File: src/rtl/scan_decoder.sv
// Registered SEL_W-to-2**SEL_W one-hot decoder with a free-running scan mode.
// Optional macro SCAN_DECODER_BLANK_EN inserts one blank cycle per scan step.
module scan_decoder #(
  parameter int SEL_W      = 4,
  parameter int DIV_W      = 16,
  parameter bit ACTIVE_LOW = 1'b0
) (
  input  logic                  clk,
  input  logic                  rst,
  input  logic                  en,
  input  logic                  mode,
  input  logic [SEL_W-1:0]      sel,
  input  logic [DIV_W-1:0]      div,
  input  logic [SEL_W-1:0]      last,
  output logic [(2**SEL_W)-1:0] q,
  output logic [SEL_W-1:0]      idx,
  output logic                  wrap
);

  localparam int OUT_W = 2**SEL_W;
  localparam logic [OUT_W-1:0] INACT = {OUT_W{ACTIVE_LOW}};

  typedef enum logic [1:0] {
    IDLE   = 2'd0,
    DIRECT = 2'd1,
    SCAN   = 2'd2
  } state_t;

  function automatic logic [OUT_W-1:0] enc(input logic [SEL_W-1:0] i);
    enc = ({{(OUT_W-1){1'b0}}, 1'b1} << i) ^ INACT;
  endfunction

  state_t             r_state, w_state;
  logic [OUT_W-1:0]   r_q, w_q;
  logic [SEL_W-1:0]   r_idx, w_idx;
  logic [DIV_W-1:0]   r_pre, w_pre;
  logic               r_wrap, w_wrap;
`ifdef SCAN_DECODER_BLANK_EN
  logic               r_blank, w_blank;
`endif

  always_comb begin
    w_state = IDLE;
    w_q     = INACT;
    w_idx   = '0;
    w_pre   = '0;
    w_wrap  = 1'b0;
`ifdef SCAN_DECODER_BLANK_EN
    w_blank = 1'b0;
`endif
    if (!en) begin
      w_state = IDLE;
    end else if (!mode) begin
      w_state = DIRECT;
      w_idx   = sel;
      w_q     = enc(sel);
    end else begin
      w_state = SCAN;
      if (r_state != SCAN) begin
        w_q = enc({SEL_W{1'b0}});
      end else begin
`ifdef SCAN_DECODER_BLANK_EN
        // A blank cycle holds the old index; the new one is chosen as it ends.
        if (r_blank) begin
          w_idx = (r_wrap || (r_idx >= last)) ? {SEL_W{1'b0}} : r_idx + SEL_W'(1);
          w_q   = enc(w_idx);
        end else if (r_pre >= div) begin
          w_blank = 1'b1;
          w_idx   = r_idx;
          w_pre   = r_pre;
          w_wrap  = (r_idx >= last);
        end else begin
          w_idx = r_idx;
          w_pre = r_pre + DIV_W'(1);
          w_q   = enc(r_idx);
        end
`else
        // >= so a div lowered below the running count steps on the next edge.
        if (r_pre >= div) begin
          w_wrap = (r_idx >= last);
          w_idx  = w_wrap ? {SEL_W{1'b0}} : r_idx + SEL_W'(1);
        end else begin
          w_idx = r_idx;
          w_pre = r_pre + DIV_W'(1);
        end
        w_q = enc(w_idx);
`endif
      end
    end
  end

  always_ff @(posedge clk or posedge rst) begin
    if (rst) begin
      r_state <= IDLE;
      r_q     <= INACT;
      r_idx   <= '0;
      r_pre   <= '0;
      r_wrap  <= 1'b0;
`ifdef SCAN_DECODER_BLANK_EN
      r_blank <= 1'b0;
`endif
    end else begin
      r_state <= w_state;
      r_q     <= w_q;
      r_idx   <= w_idx;
      r_pre   <= w_pre;
      r_wrap  <= w_wrap;
`ifdef SCAN_DECODER_BLANK_EN
      r_blank <= w_blank;
`endif
    end
  end

  assign q    = r_q;
  assign idx  = r_idx;
  assign wrap = r_wrap;

endmodule

File: config.mk
export PLATFORM = sky130hd
export DESIGN_NAME = scan_decoder
export DESIGN_NICKNAME = d
export VERILOG_FILES = /design/src/rtl/scan_decoder.sv
export SDC_FILE = /design/constraint.sdc
export NUM_CORES = 1
export LEC_CHECK = 0
export BUFFER_PORTS_ARGS = -buffer_cell sky130_fd_sc_hd__buf_2
export CORE_MARGIN = 1.5
export CORE_UTILIZATION = 45
export CTS_CLUSTER_DIAMETER = 80
export DETAILED_ROUTE_END_ITERATION = 8
export MAX_ROUTING_LAYER = met4
export PLACE_DENSITY_LB_ADDON = 0.15
export SYNTH_ARGS = -nofsm -noshare
export SYNTH_HDL_FRONTEND = slang
export SYNTH_SLANG_ARGS = --single-unit
export TNS_END_PERCENT = 100
File: constraint.sdc
create_clock -name clk -period 2.4 [get_ports clk]
set_input_delay 0.24 -clock clk [delete_from_list [all_inputs] [get_ports clk]]
set_output_delay 0.24 -clock clk [all_outputs]
set_load 0.01 [all_outputs]
## After elaboration in Yosys (flattened, before gate mapping)

Cells that the tools add are included.

| operators by class | value |
|---|---|
| order comparisons | 2 |
| $add $sub $neg | 2 |
| shifts and indexed selects | 2 |
| divide/modulo/power cells | 0 |
| bitwise gates (word level) | 0 |
| mux-type cells | 21 |
| multiply operators | 0 |
| reduce and logical (&&, ||, !) cells | 0 |
| equality and inequality tests | 1 |

Operators with widths:

| kind | count |
|---|---|
| 16-bit 2-to-1 mux | 7 |
| 4-bit 2-to-1 mux | 8 |
| 1-bit by 4-bit left shift with 16-bit output, first input constant | 2 |
| 16-bit by 1-bit adder with 16-bit output, second input constant | 1 |
| 16-bit >= comparator | 1 |
| 4-bit by 1-bit adder with 4-bit output, second input constant | 1 |
| 4-bit >= comparator | 1 |
| 1-bit 2-to-1 mux | 4 |
| 2-bit 2-to-1 mux | 2 |
| 2-bit inequality test, second input constant | 1 |

| word-level totals | value |
|---|---|
| word-level logic and storage cells | 33 |
| memories | 0 |
| bits in read-only memories | 0 |
| bits in writable memories | 0 |
| flip-flop bits (word level) | 39 |
| latch bits | 0 |

## Logic depth before layout (Yosys ltp)

Gate-level depths: netlist of run 1.

| depth | value |
|---|---|
| depth after elaboration | 10 |
| mapped depth | 11 |
| gate-level depth less buffers | 9 |

## Worst setup path before layout of run 1

No wires, ideal clock.

| timing path | value |
|---|---|
| path kind | register -> register |
| from | register r_pre[2] |
| to | register r_q[0] (netlist: q[0]) |
| slack | -0.092 ns |
| library setup time | 0.066 ns |
| buffers on the path | 2 |
| data arrival time | 2.426 ns |
| cell stages (with the launch flop) | 11 |
| cell sequence | dfrtp_1 ha_1 and3_1 o21ai_1 a31oi_4 or3_1 buf_4 a32o_1 buf_6 nor4_2 a22o_1 |

| between the ends | value |
|---|---|
| longest elaborated chain between the ends | 9 |

Ends and longest elaborated chain:

| element | line | RTL |
|---|---|---|
| from (decl) | 36 | `logic [DIV_W-1:0] r_pre, w_pre;` |
| from (signal assigned) | 106 | `r_pre <= w_pre;` |
| 16-bit >= comparator | 79 | `if (r_pre >= div) begin` |
| 4-bit 2-to-1 mux | 79 |  |
| 4-bit 2-to-1 mux | 59 | `if (r_state != SCAN) begin` |
| 4-bit 2-to-1 mux | 53 | `end else if (!mode) begin` |
| 4-bit 2-to-1 mux | 51 | `if (!en) begin` |
| 1-bit by 4-bit left shift with 16-bit output | 30 | `enc = ({{(OUT_W-1){1'b0}}, 1'b1} << i) ^ INACT;` |
| 16-bit 2-to-1 mux | 59 |  |
| 16-bit 2-to-1 mux | 53 |  |
| 16-bit 2-to-1 mux | 51 |  |
| via w_q[0] | 34 | `logic [OUT_W-1:0] r_q, w_q;` |
| to (signal assigned) | 104 | `r_q <= w_q;` |
| to (decl) | 34 |  |

The timed path passes the listed nets, and every way through them passes these cells. The select of a mux whose other input is x is not followed.

## Worst setup path after layout of run 1

| timing path | value |
|---|---|
| from | register r_pre[11] |
| to | register r_q[0] (netlist: q[0]) |

Same word-level chain as after synthesis.

==> results of run 1 <==
[placed cells by master (no fill, tap or decap), drive strengths merged, types with 6 or more instances in the layout]
cell and n:
o21ai 9, nor2 31, and3 6, nand3 13, inv 25, nor4 8
dfrtp 39, nand2 18, o21a 11, ha 22, buf 95, xor2 10
a21oi 8
[power groups by stage]
stage / logic [mW] / clock network [mW] / registers (mW)
CTS: 0.208 / 0.569 / 0.670
finish: 0.214 / 0.552 / 0.670
global placement: 0.183 / 0 / 0.683
detailed placement: 0.186 / 0 / 0.683
global route: 0.236 / 0.586 / 0.671
floorplan: 0.0994 / 0 / 0.689
[through the flow]
stage / hold WS (ps) / TNS, ps / util (%) / power, mW / cell area [um^2]
floorplan: 378 / -158 / - / 0.788 / 2490
global placement: 326 / -3520 / 59.9 / 0.866 / 3080
detailed placement: 336 / -3480 / 59.9 / 0.870 / 3080
CTS: 7.46 / -2610 / 66.6 / 1.45 / 3420
global route: 48.2 / -5880 / 68.0 / 1.49 / 3490
finish: -1.50 / -2920 / 68.0 / 1.44 / 3490
[flip-flops by register name, indices dropped and copies added (netlist names)]
signal / flops
r_state: 2
r_pre: 16
q: 16
idx: 4
wrap: 1
[worst reg2reg max path: cells and delay by family (launching register included)]
| family | cells | cell delay (ps) |
|---|---|---|
| flops | 1 | 410 |
| buf+inv | 1 | 130 |
| simple gates | 4 | 1200 |
| fa+ha+maj | 1 | 280 |
| compound gates | 3 | 520 |
[layout make-up]
cell class / count / share of cell area [%]
clock buffers: 5 / 1.97
clock inverters: 3 / 1.25
inverters: 25 / 2.69
multi-input cells: 189 / 45.7
flip-flops and latches: 39 / 27.9
well taps: 70 / 2.51
repair buffers: 95 / 17.9
[cells in the mapped netlist, types with 2 or more instances]
| library cell | count |
|---|---|
| nand2b_1 | 3 |
| xor2_1 | 10 |
| a21oi_1 | 8 |
| nand2_1 | 18 |
| xnor2_1 | 4 |
| or3_1 | 5 |
| nand4_1 | 4 |
| a22o_1 | 4 |
| inv_1 | 25 |
| nor4_1 | 7 |
| o21a_1 | 11 |
| nor2_1 | 31 |
| o32ai_1 | 2 |
| and3_1 | 6 |
| nor2b_1 | 3 |
| mux2i_1 | 2 |
| o21ai_0 | 4 |
| o21ai_1 | 5 |
| nand3_1 | 13 |
| o31ai_1 | 4 |
| ha_1 | 22 |
| a2bb2oi_1 | 2 |
| o22ai_1 | 2 |
| dfrtp_1 | 39 |
| nor3_1 | 4 |
| clkbuf_1 | 4 |
[layer usage]
metal | up-vias | routed length, um | GRT usage [%]
met5 | - | 0 | -
met3 | 13 | 199 | 3.83
met2 | 59 | 3240 | 39.9
li1 | 1107 | - | -
met1 | 1078 | 2600 | 26.4
met4 | 0 | 143 | 8.15
[cell families after synthesis]
family	share of synthesized area, %
flops	40.5
mux	0.831
fa+ha+maj	11.4
simple gates	21.0
compound gates	15.9
xor+xnor	5.09
buf+inv	5.30
[final timing paths]
path	startpoint	slack, ps	endpoint	depth (start not counted)
min reg2reg	r_pre[0]	550	r_pre[0]	2
min	rst	-1	q[13]	2
max reg2reg	r_pre[11]	-220	q[0]	9
min in group clk	en	250	q[2]	2
max	r_pre[11]	-220	q[0]	9
max in group asynchronous	rst	1640	q[0]	3
[repair_timing]
item	in CTS	in global routing
setup buffers	6	1
pin swaps	23	10
hold buffers	0	0
setup endpoints to repair	20	35
gates cloned	1	1
resized for setup	33	14
==> flow_summary.json, run 1 <==
{
  "outcome": "complete, but fails checks",
  "violations": "hold timing, setup timing",
  "clock.fmax_mhz": 382,
  "p_clk_share_pct": 38.4,
  "hold_viol": 3,
  "final-setup-viol-count": 18,
  "dp_slack_ps": -309,
  "hold_ws_ps": -1.50,
  "yosys-top-cells-area": "dfrtp_1, ha_1, nor2_1, inv_1, xor2_1",
  "critPathMaxStageDelay_ps": 570,
  "numPortBuffers": 48,
  "cp.required_ps": 2620,
  "path_cells": "ha_4 > nand4_1 > or4_4 > a31oi_4 > or3_4 > buf_6 > a21boi_4 > nor4_2 > a22o_1",
  "wl_mm": 6.19,
  "synth_edf_count": 0,
  "multi_input_area_um2": 1600,
  "routabilityCongestion": 0.916,
  "crit_arrival_ps": 2840,
  "grt_max_degree": 26,
  "nNetsFinal": 405,
  "worst_ir_drop_vdd_v": 0.000309,
  "clk_pin_slew_ps": 80,
  "regArea_um2": 976,
  "stdcell_count": 426,
  "root_buffer": "clkbuf_8",
  "ys_ff_latch": 39,
  "yosys.area.top_type": "dfrtp_1",
  "diodes": 0,
  "die_w_um": 76.2,
  "yosysWarnings": 0,
  "first_pass_iters": 4,
  "worst-path-buf-inv": 1,
  "cts_inserted_buffers": 5,
  "synth_nets": 308,
  "rsz0062_at_grt": "yes",
  "cts_tree": "yes",
  "avgSynthCellArea_um2": 9.34,
  "swShare_pct": 25.9,
  "critPathLaunchType": "flip-flop",
  "yosysSeqAreaShare_pct": 40.5,
  "cts.sinks": 39,
  "grt_antenna_before_repair": 0,
  "syn_inst": 258,
  "drive_gt1_share_pct": 40.7,
  "clock_path_buffers": 2,
  "grt_pass1_wl_mm": 10.3,
  "grtUsageTotal_pct": 22.8,
  "max_slew_margin_pct": 59.4,
  "finalCriticalPeriod_ps": 2620,
  "max_cap_violations": 0,
  "wire_per_inst_um": 14.5,
  "p_sw_mw": 0.372,
  "setup_ws_ps": -215,
  "fillers": 437,
  "clock_latency_ps": 300,
  "vias": 2257,
  "drtIter0Drc": 148,
  "period_share_pct": 109,
  "hp-class": "in -> async",
  "worst_pin_slew_ps": 608,
  "ys_async_sr_fraction_pct": 100,
  "dieArea_um2": 5800,
  "crit_slowest_cell": "or4_4",
  "core.rowCount": 26,
  "ant_nets": 0,
  "synth_ff_type": "dfrtp_1",
  "start_util_pct": 46.9,
  "power.internal_mw": 1.07,
  "ys_types": 42,
  "dp.final_hpwl_mm": 4.38,
  "grt_pass1_vias": 2237,
  "synthesis.area_um2": 2410,
  "worst_setup_path_end_kind": "flip-flop",
  "pwr-share-seq_pct": 46.6,
  "via_per_inst": 5.30,
  "drc": 0,
  "num_io_pins": 49,
  "powerDensity_nw_per_um2": 411,
  "worstPathMaxFanout": 5,
  "die_height_um": 76.2,
  "synth_top_cell_area_share_pct": 40.5,
  "syn_to_final_growth_pct": 45.0,
  "path_class": "reg -> reg",
  "finalMaxSlewViolations": 0,
  "cp_top_family": "simple AND/OR/NAND/NOR gates",
  "grt_overflow": 0,
  "combPwrFrac_pct": 14.9,
  "p_leak_nw": 1.68,
  "htreeDepth": 2,
  "clock_skew_ps": 7.37,
  "core_area_um2": 5140,
  "place_inst": 410
}
(Power assumes the default switching activity.)
==> run 2, diff against run 1 <==
--- a/config.mk
+++ b/config.mk
@@ -5,6 +5,7 @@
 export SDC_FILE = /design/constraint.sdc
 export NUM_CORES = 1
 export LEC_CHECK = 0
+export ABC_AREA = 1
 export BUFFER_PORTS_ARGS = -buffer_cell sky130_fd_sc_hd__buf_2
 export CORE_MARGIN = 1.5
 export CORE_UTILIZATION = 45
==> run 2 against run 1 <==
The run now ends clean. Clock skew is 2.4 ps higher. Power shrank 5.2%. Flip-flop and latch count is the same. Final cell count up 1.6%. Critical path depth unchanged. Routed wire length decreased by 14%. Synthesized area increased by 2.6%. Clock-buffer cell count up 1. Combinational power is 28% lower. Largest cell class unchanged. Highest routed layer unchanged.
==> flow_summary.json, run 2 <==
{
  "root_buffer": "clkbuf_8",
  "setup_ws_ps": 268,
  "outcome": "finished clean",
  "max_cap_violations": 0,
  "ys_types": 34,
  "stdcell_count": 433,
  "powerDensity_nw_per_um2": 469,
  "mostFrequentLayoutCells": "nand2_1, inv_1, buf_2, dfrtp_1, nor2_1",
  "yosys-top-cells-area": "dfrtp_1, ha_1, nand2_1, inv_1, nand3_1",
  "finalCriticalPeriod_ps": 2130,
  "ant_nets": 0,
  "clock.fmax_mhz": 469,
  "cts.sinks": 39,
  "place_inst": 426,
  "worst_ir_drop_vdd_v": 0.000250,
  "critPathMaxStageDelay_ps": 410,
  "clock_latency_ps": 300,
  "htreeDepth": 2,
  "ctsResizeCount": 0,
  "cts_hold_buf": 0,
  "synth_edf_count": 0,
  "diodes": 0,
  "yosysWarnings": 0,
  "first_pass_iters": 4,
  "die_w_um": 77.1,
  "start_util_pct": 47.5,
  "core_area_um2": 5200,
  "synthTopCellsByCount": "nand2_1, inv_1, dfrtp_1",
  "final-setup-viol-count": 0,
  "placedInstanceArea_um2": 2800,
  "max_slew_margin_pct": 63.7,
  "drtIter0Drc": 103,
  "cp_top_family": "compound AO/OA/AOI/OAI gates",
  "cts_tree": "yes",
  "worstPathMaxFanout": 10,
  "yosysSeqAreaShare_pct": 39.5,
  "clk_pin_slew_ps": 80,
  "post-route-util_pct": 55.8,
  "core.rowCount": 26,
  "critPathLaunchType": "flip-flop",
  "crit_arrival_ps": 2290,
  "worst-path-buf-inv": 1,
  "hold_viol": 0,
  "period_share_pct": 88.8,
  "synth_most_common_cell": "nand2_1",
  "dieArea_um2": 5950,
  "wire_per_inst_um": 12.2,
  "grt_overflow": 0,
  "yosys.area.top_type": "dfrtp_1",
  "cp.required_ps": 2560,
  "grtUsageTotal_pct": 20.1,
  "final_common_cell": "nand2_1",
  "p_total_mw": 1.36,
  "drive_gt1_share_pct": 22.6,
  "die_height_um": 77.1,
  "rsz0062_at_grt": "no",
  "synth_ff_type": "dfrtp_1",
  "numPortBuffers": 48,
  "avgSynthCellArea_um2": 8.03,
  "dp_slack_ps": 309,
  "via_per_inst": 4.86,
  "dp.final_hpwl_mm": 4.04,
  "hold_ws_ps": 56.0,
  "wl_mm": 5.30,
  "clock_skew_ps": 9.82,
  "clock_path_buffers": 2,
  "syn_to_final_growth_pct": 17.5,
  "nNetsFinal": 413,
  "setup-tns-final_ps": 0,
  "vias": 2103,
  "final_cell_area_um2": 2910,
  "p_leak_nw": 1.52,
  "drc": 0,
  "routabilityCongestion": 0.887,
  "grt_pass1_vias": 2000,
  "post_cts.repair.setup_buffers": 0,
  "ys_ff_latch": 39,
  "worst_setup_path_end_kind": "flip-flop",
  "grt_max_degree": 40,
  "cts_inserted_buffers": 5,
  "syn_inst": 308,
  "synth_top_cell_area_share_pct": 39.5,
  "synthesis.area_um2": 2470,
  "fillers": 508,
  "grt_antenna_before_repair": 0,
  "synth_nets": 358,
  "num_io_pins": 49,
  "path_class": "reg -> reg",
  "finalMaxSlewViolations": 0,
  "path_cells": "ha_1 > a21oi_2 > o21ai_2 > a21oi_4 > nand2_4 > o21ai_4 > inv_2 > nand2_1 > o21ai_1",
  "crit_slowest_cell": "dfrtp_1",
  "worst_pin_slew_ps": 542,
  "hp-class": "in -> async",
  "grt_pass1_wl_mm": 9.18,
  "ys_async_sr_fraction_pct": 100
}
run 2: kinds of logic (layout without fill, tap and decap cells):
kind of cell               count (synthesis)  in the layout  synth area share (%)
xor gates and xnor gates                   6              6                  2.13
DFF                                       39             39                  39.5
AOI/OAI and AO/OA                         46             46                  11.9
and+or+nand+nor                          141            141                  27.1
buffers and inverters                     54            109                  8.25
adders and majority gates                 22             22                  11.1
run 2: worst paths after layout:
path | start | to | slack (ps) | depth (start not counted)
worst min register to register | r_pre[0] | r_pre[0] | 490 | 1
worst min-delay path | rst | r_pre[1] | 60 | 3
min in group clk | en | r_state[1] | 180 | 3
max in group asynchronous | rst | q[3] | 1990 | 3
worst max register to register | r_pre[11] | q[14] | 270 | 9
worst max-delay path | r_pre[11] | q[14] | 270 | 9
run 2: final cells by class:
type	count	area [um^2]	share of cell area [%]
multi-input combinational	215	1290	44.5
inverter	53	199	6.85
sequential	39	976	33.6
timing repair buffer	49	248	8.53
clock buffer	6	72.6	2.50
tap	70	87.6	3.01
clock inverter	1	30.0	1.03
run 2: report_power, final:
group | switching (mW) | internal [mW]
Clock | 0.231 | 0.305
Sequential | 0.00722 | 0.666
Combinational | 0.0990 | 0.0555
Total | 0.337 | 1.03
run 2: worst register-to-register path, delay by kind of cell, from the launching register on:
family          cells  cell delay [ps]
flops               1              410
buf+inv             1              140
compound gates      5              870
simple gates        2              240
fa+ha+maj           1              330
run 2: layer usage:
layer  vias up  track usage (%)  wire, um
met5         -                -         0
met4         0             6.00        52
met3         5             4.40       245
met2        51             31.6      2450
met1       948             26.0      2550
li1       1099                -         -
==> run 3, diff against run 2 <==
--- a/config.mk
+++ b/config.mk
@@ -13,6 +13,8 @@
 export DETAILED_ROUTE_END_ITERATION = 8
 export MAX_ROUTING_LAYER = met4
 export PLACE_DENSITY_LB_ADDON = 0.15
+export REMOVE_ABC_BUFFERS = 1
+export SETUP_SLACK_MARGIN = 0.4
 export SYNTH_ARGS = -nofsm -noshare
 export SYNTH_HDL_FRONTEND = slang
 export SYNTH_SLANG_ARGS = --single-unit
==> run 3 against run 2 <==
Sequential share of layout area down 4.9 points. Worst setup slack better by 79 ps. Final area up 18%. Via count up 7.9%. Sequential power about the same. Highest routed layer unchanged. Final cell count up 4.6%. Utilization up 10 points. Global-route usage up 0.22 points. Clock-buffer cell count unchanged. Combinational power up 26%.
==> flow_summary.json, run 3 (synthesis results as in run 2) <==
{
  "outcome": "finished clean",
  "grt_antenna_before_repair": 0,
  "power.internal_mw": 0.966,
  "start_util_pct": 47.5,
  "cts.sinks": 39,
  "core_area_um2": 5200,
  "path_class": "reg -> reg",
  "path_cells": "ha_1 > a21oi_2 > o21ai_4 > a21oi_4 > buf_12 > nand3_4 > a21oi_4 > nand3_1 > a21oi_1",
  "cp_common_cell": "a21oi_4",
  "worst-path-buf-inv": 1,
  "powerDensity_nw_per_um2": 383,
  "drtIter0Drc": 119,
  "first_pass_iters": 4,
  "place_inst": 426,
  "nNetsFinal": 433,
  "cp_top_family": "compound AO/OA/AOI/OAI gates",
  "via_per_inst": 5.01,
  "worstPathMaxFanout": 7,
  "r2r_end": "q[4]",
  "dp.final_hpwl_mm": 4.00,
  "hold_viol": 0,
  "drc": 0,
  "clock.fmax_mhz": 487,
  "pwr-share-seq_pct": 51.3,
  "rsz0062_at_grt": "yes",
  "mostFrequentLayoutCells": "nand2_1, inv_1, buf_2, dfrtp_1, nor2_1",
  "endpoint": "q[4]",
  "cts_inserted_buffers": 5,
  "final_common_cell": "nand2_1",
  "cts_tree": "yes",
  "ff2ff_path_depth": 9,
  "critPathLaunch": "r_pre[13]",
  "critPathLaunchType": "flip-flop",
  "clock_skew_ps": 10.5,
  "diodes": 0,
  "syn_to_final_growth_pct": 38.5,
  "p_leak_nw": 1.71,
  "htreeDepth": 2,
  "clock_latency_ps": 290,
  "clk_pin_slew_ps": 80,
  "numPortBuffers": 48,
  "die_w_um": 77.1,
  "routabilityCongestion": 0.874,
  "setup-tns-final_ps": 0,
  "finalMaxSlewViolations": 0,
  "cp.required_ps": 2610,
  "wire_per_inst_um": 12.8,
  "dieArea_um2": 5950,
  "critPathMaxStageDelay_ps": 390,
  "worst_ir_drop_vdd_v": 0.000271,
  "hp-class": "in -> async",
  "final-setup-viol-count": 0,
  "wl_mm": 5.80,
  "stdcell_count": 453,
  "max_cap_violations": 0,
  "worst_setup_path_end_kind": "flip-flop",
  "reg2reg_from": "r_pre[13]",
  "ant_nets": 0,
  "period_share_pct": 85.5,
  "finalCriticalPeriod_ps": 2050,
  "cp_num_cells": 9,
  "fillers": 447,
  "grt_max_degree": 40,
  "root_buffer": "clkbuf_8",
  "crit_slowest_cell": "dfrtp_1",
  "p_clk_share_pct": 33.9,
  "grt_pass1_vias": 2177,
  "worst_pin_slew_ps": 519,
  "hold_ws_ps": 51.7,
  "grt_overflow": 0,
  "combPwrFrac_pct": 14.9,
  "crit_arrival_ps": 2260,
  "num_io_pins": 49,
  "max_slew_margin_pct": 65.3,
  "grt_pass1_wl_mm": 9.42,
  "vias": 2270,
  "die_height_um": 77.1,
  "reg2reg_slack_ps": 350,
  "clock_path_buffers": 2,
  "swShare_pct": 26.4,
  "grtUsageTotal_pct": 20.3,
  "drive_gt1_share_pct": 39.9,
  "p_sw_mw": 0.347,
  "core.rowCount": 26
}
==> run 3: how the worst min path moves through the flow <==
stage | slack (ps) | to | startpoint | cells past startpoint
floorplan | 330 | r_state[0] | mode | 1
global placement | 380 | q[15] | rst | 3
detailed placement | 390 | r_pre[14] | rst | 3
CTS | 70 | q[3] | rst | 3
global route | 110 | q[14] | rst | 3
finish | 50 | r_pre[14] | rst | 3
==> run 3: timing repair <==
| action | 4_1_cts | 5_1_grt |
|---|---|---|
| gates resized for setup | 27 | 47 |
| pin swaps | 13 | 27 |
| hold buffers | 0 | 0 |
| cloned | 1 | 0 |
| buffers inserted | 12 | 7 |
| endpoints found under the setup margin | 18 | 25 |
==> run 3: layout make-up <==
cell class	instances	area, um^2	area share (%)
well taps	70	87.6	2.56
repair buffers	68	410	12.0
multi-input cells	216	1660	48.4
clock buffers	6	82.6	2.41
clock inverters	1	5.00	0.146
flip-flops and latches	39	981	28.6
inverters	53	199	5.81
==> run 3: power groups by stage <==
stage	Clock (mW)	Combinational (mW)	Sequential (mW)
floorplan	0	0.0936	0.688
global placement	0	0.153	0.686
detailed placement	0	0.155	0.686
CTS	0.457	0.172	0.673
global route	0.490	0.220	0.674
finish	0.445	0.195	0.673
==> run 3: per-layer routing <==
metal / share of wire [%] / wire length [um] / global-route usage (%)
met4: 2.0 / 117 / 8.00
met2: 51 / 2970 / 34.5
met3: 3.6 / 211 / 3.33
met5: 0 / 0 / -
met1: 43 / 2510 / 24.0
==> run 3: through the flow <==
stage                     instance area [um^2]  util (%)  power (mW)  setup slack (ps)
after floorplan                           2470         -       0.782               576
after global placement                    2800      53.8       0.839               321
after detailed placement                  2800      53.8       0.841               295
after CTS                                 3130      60.2        1.30               391
after global routing                      3420      65.8        1.38               222
final                                     3420      65.8        1.31               348
==> run 3: worst reg2reg max path: cells and delay by family, from the launching register on <==
| family | cells | cell delay (ps) |
|---|---|---|
| compound gates | 5 | 870 |
| flops | 1 | 390 |
| fa+ha+maj | 1 | 320 |
| simple gates | 2 | 240 |
| buf+inv | 1 | 150 |
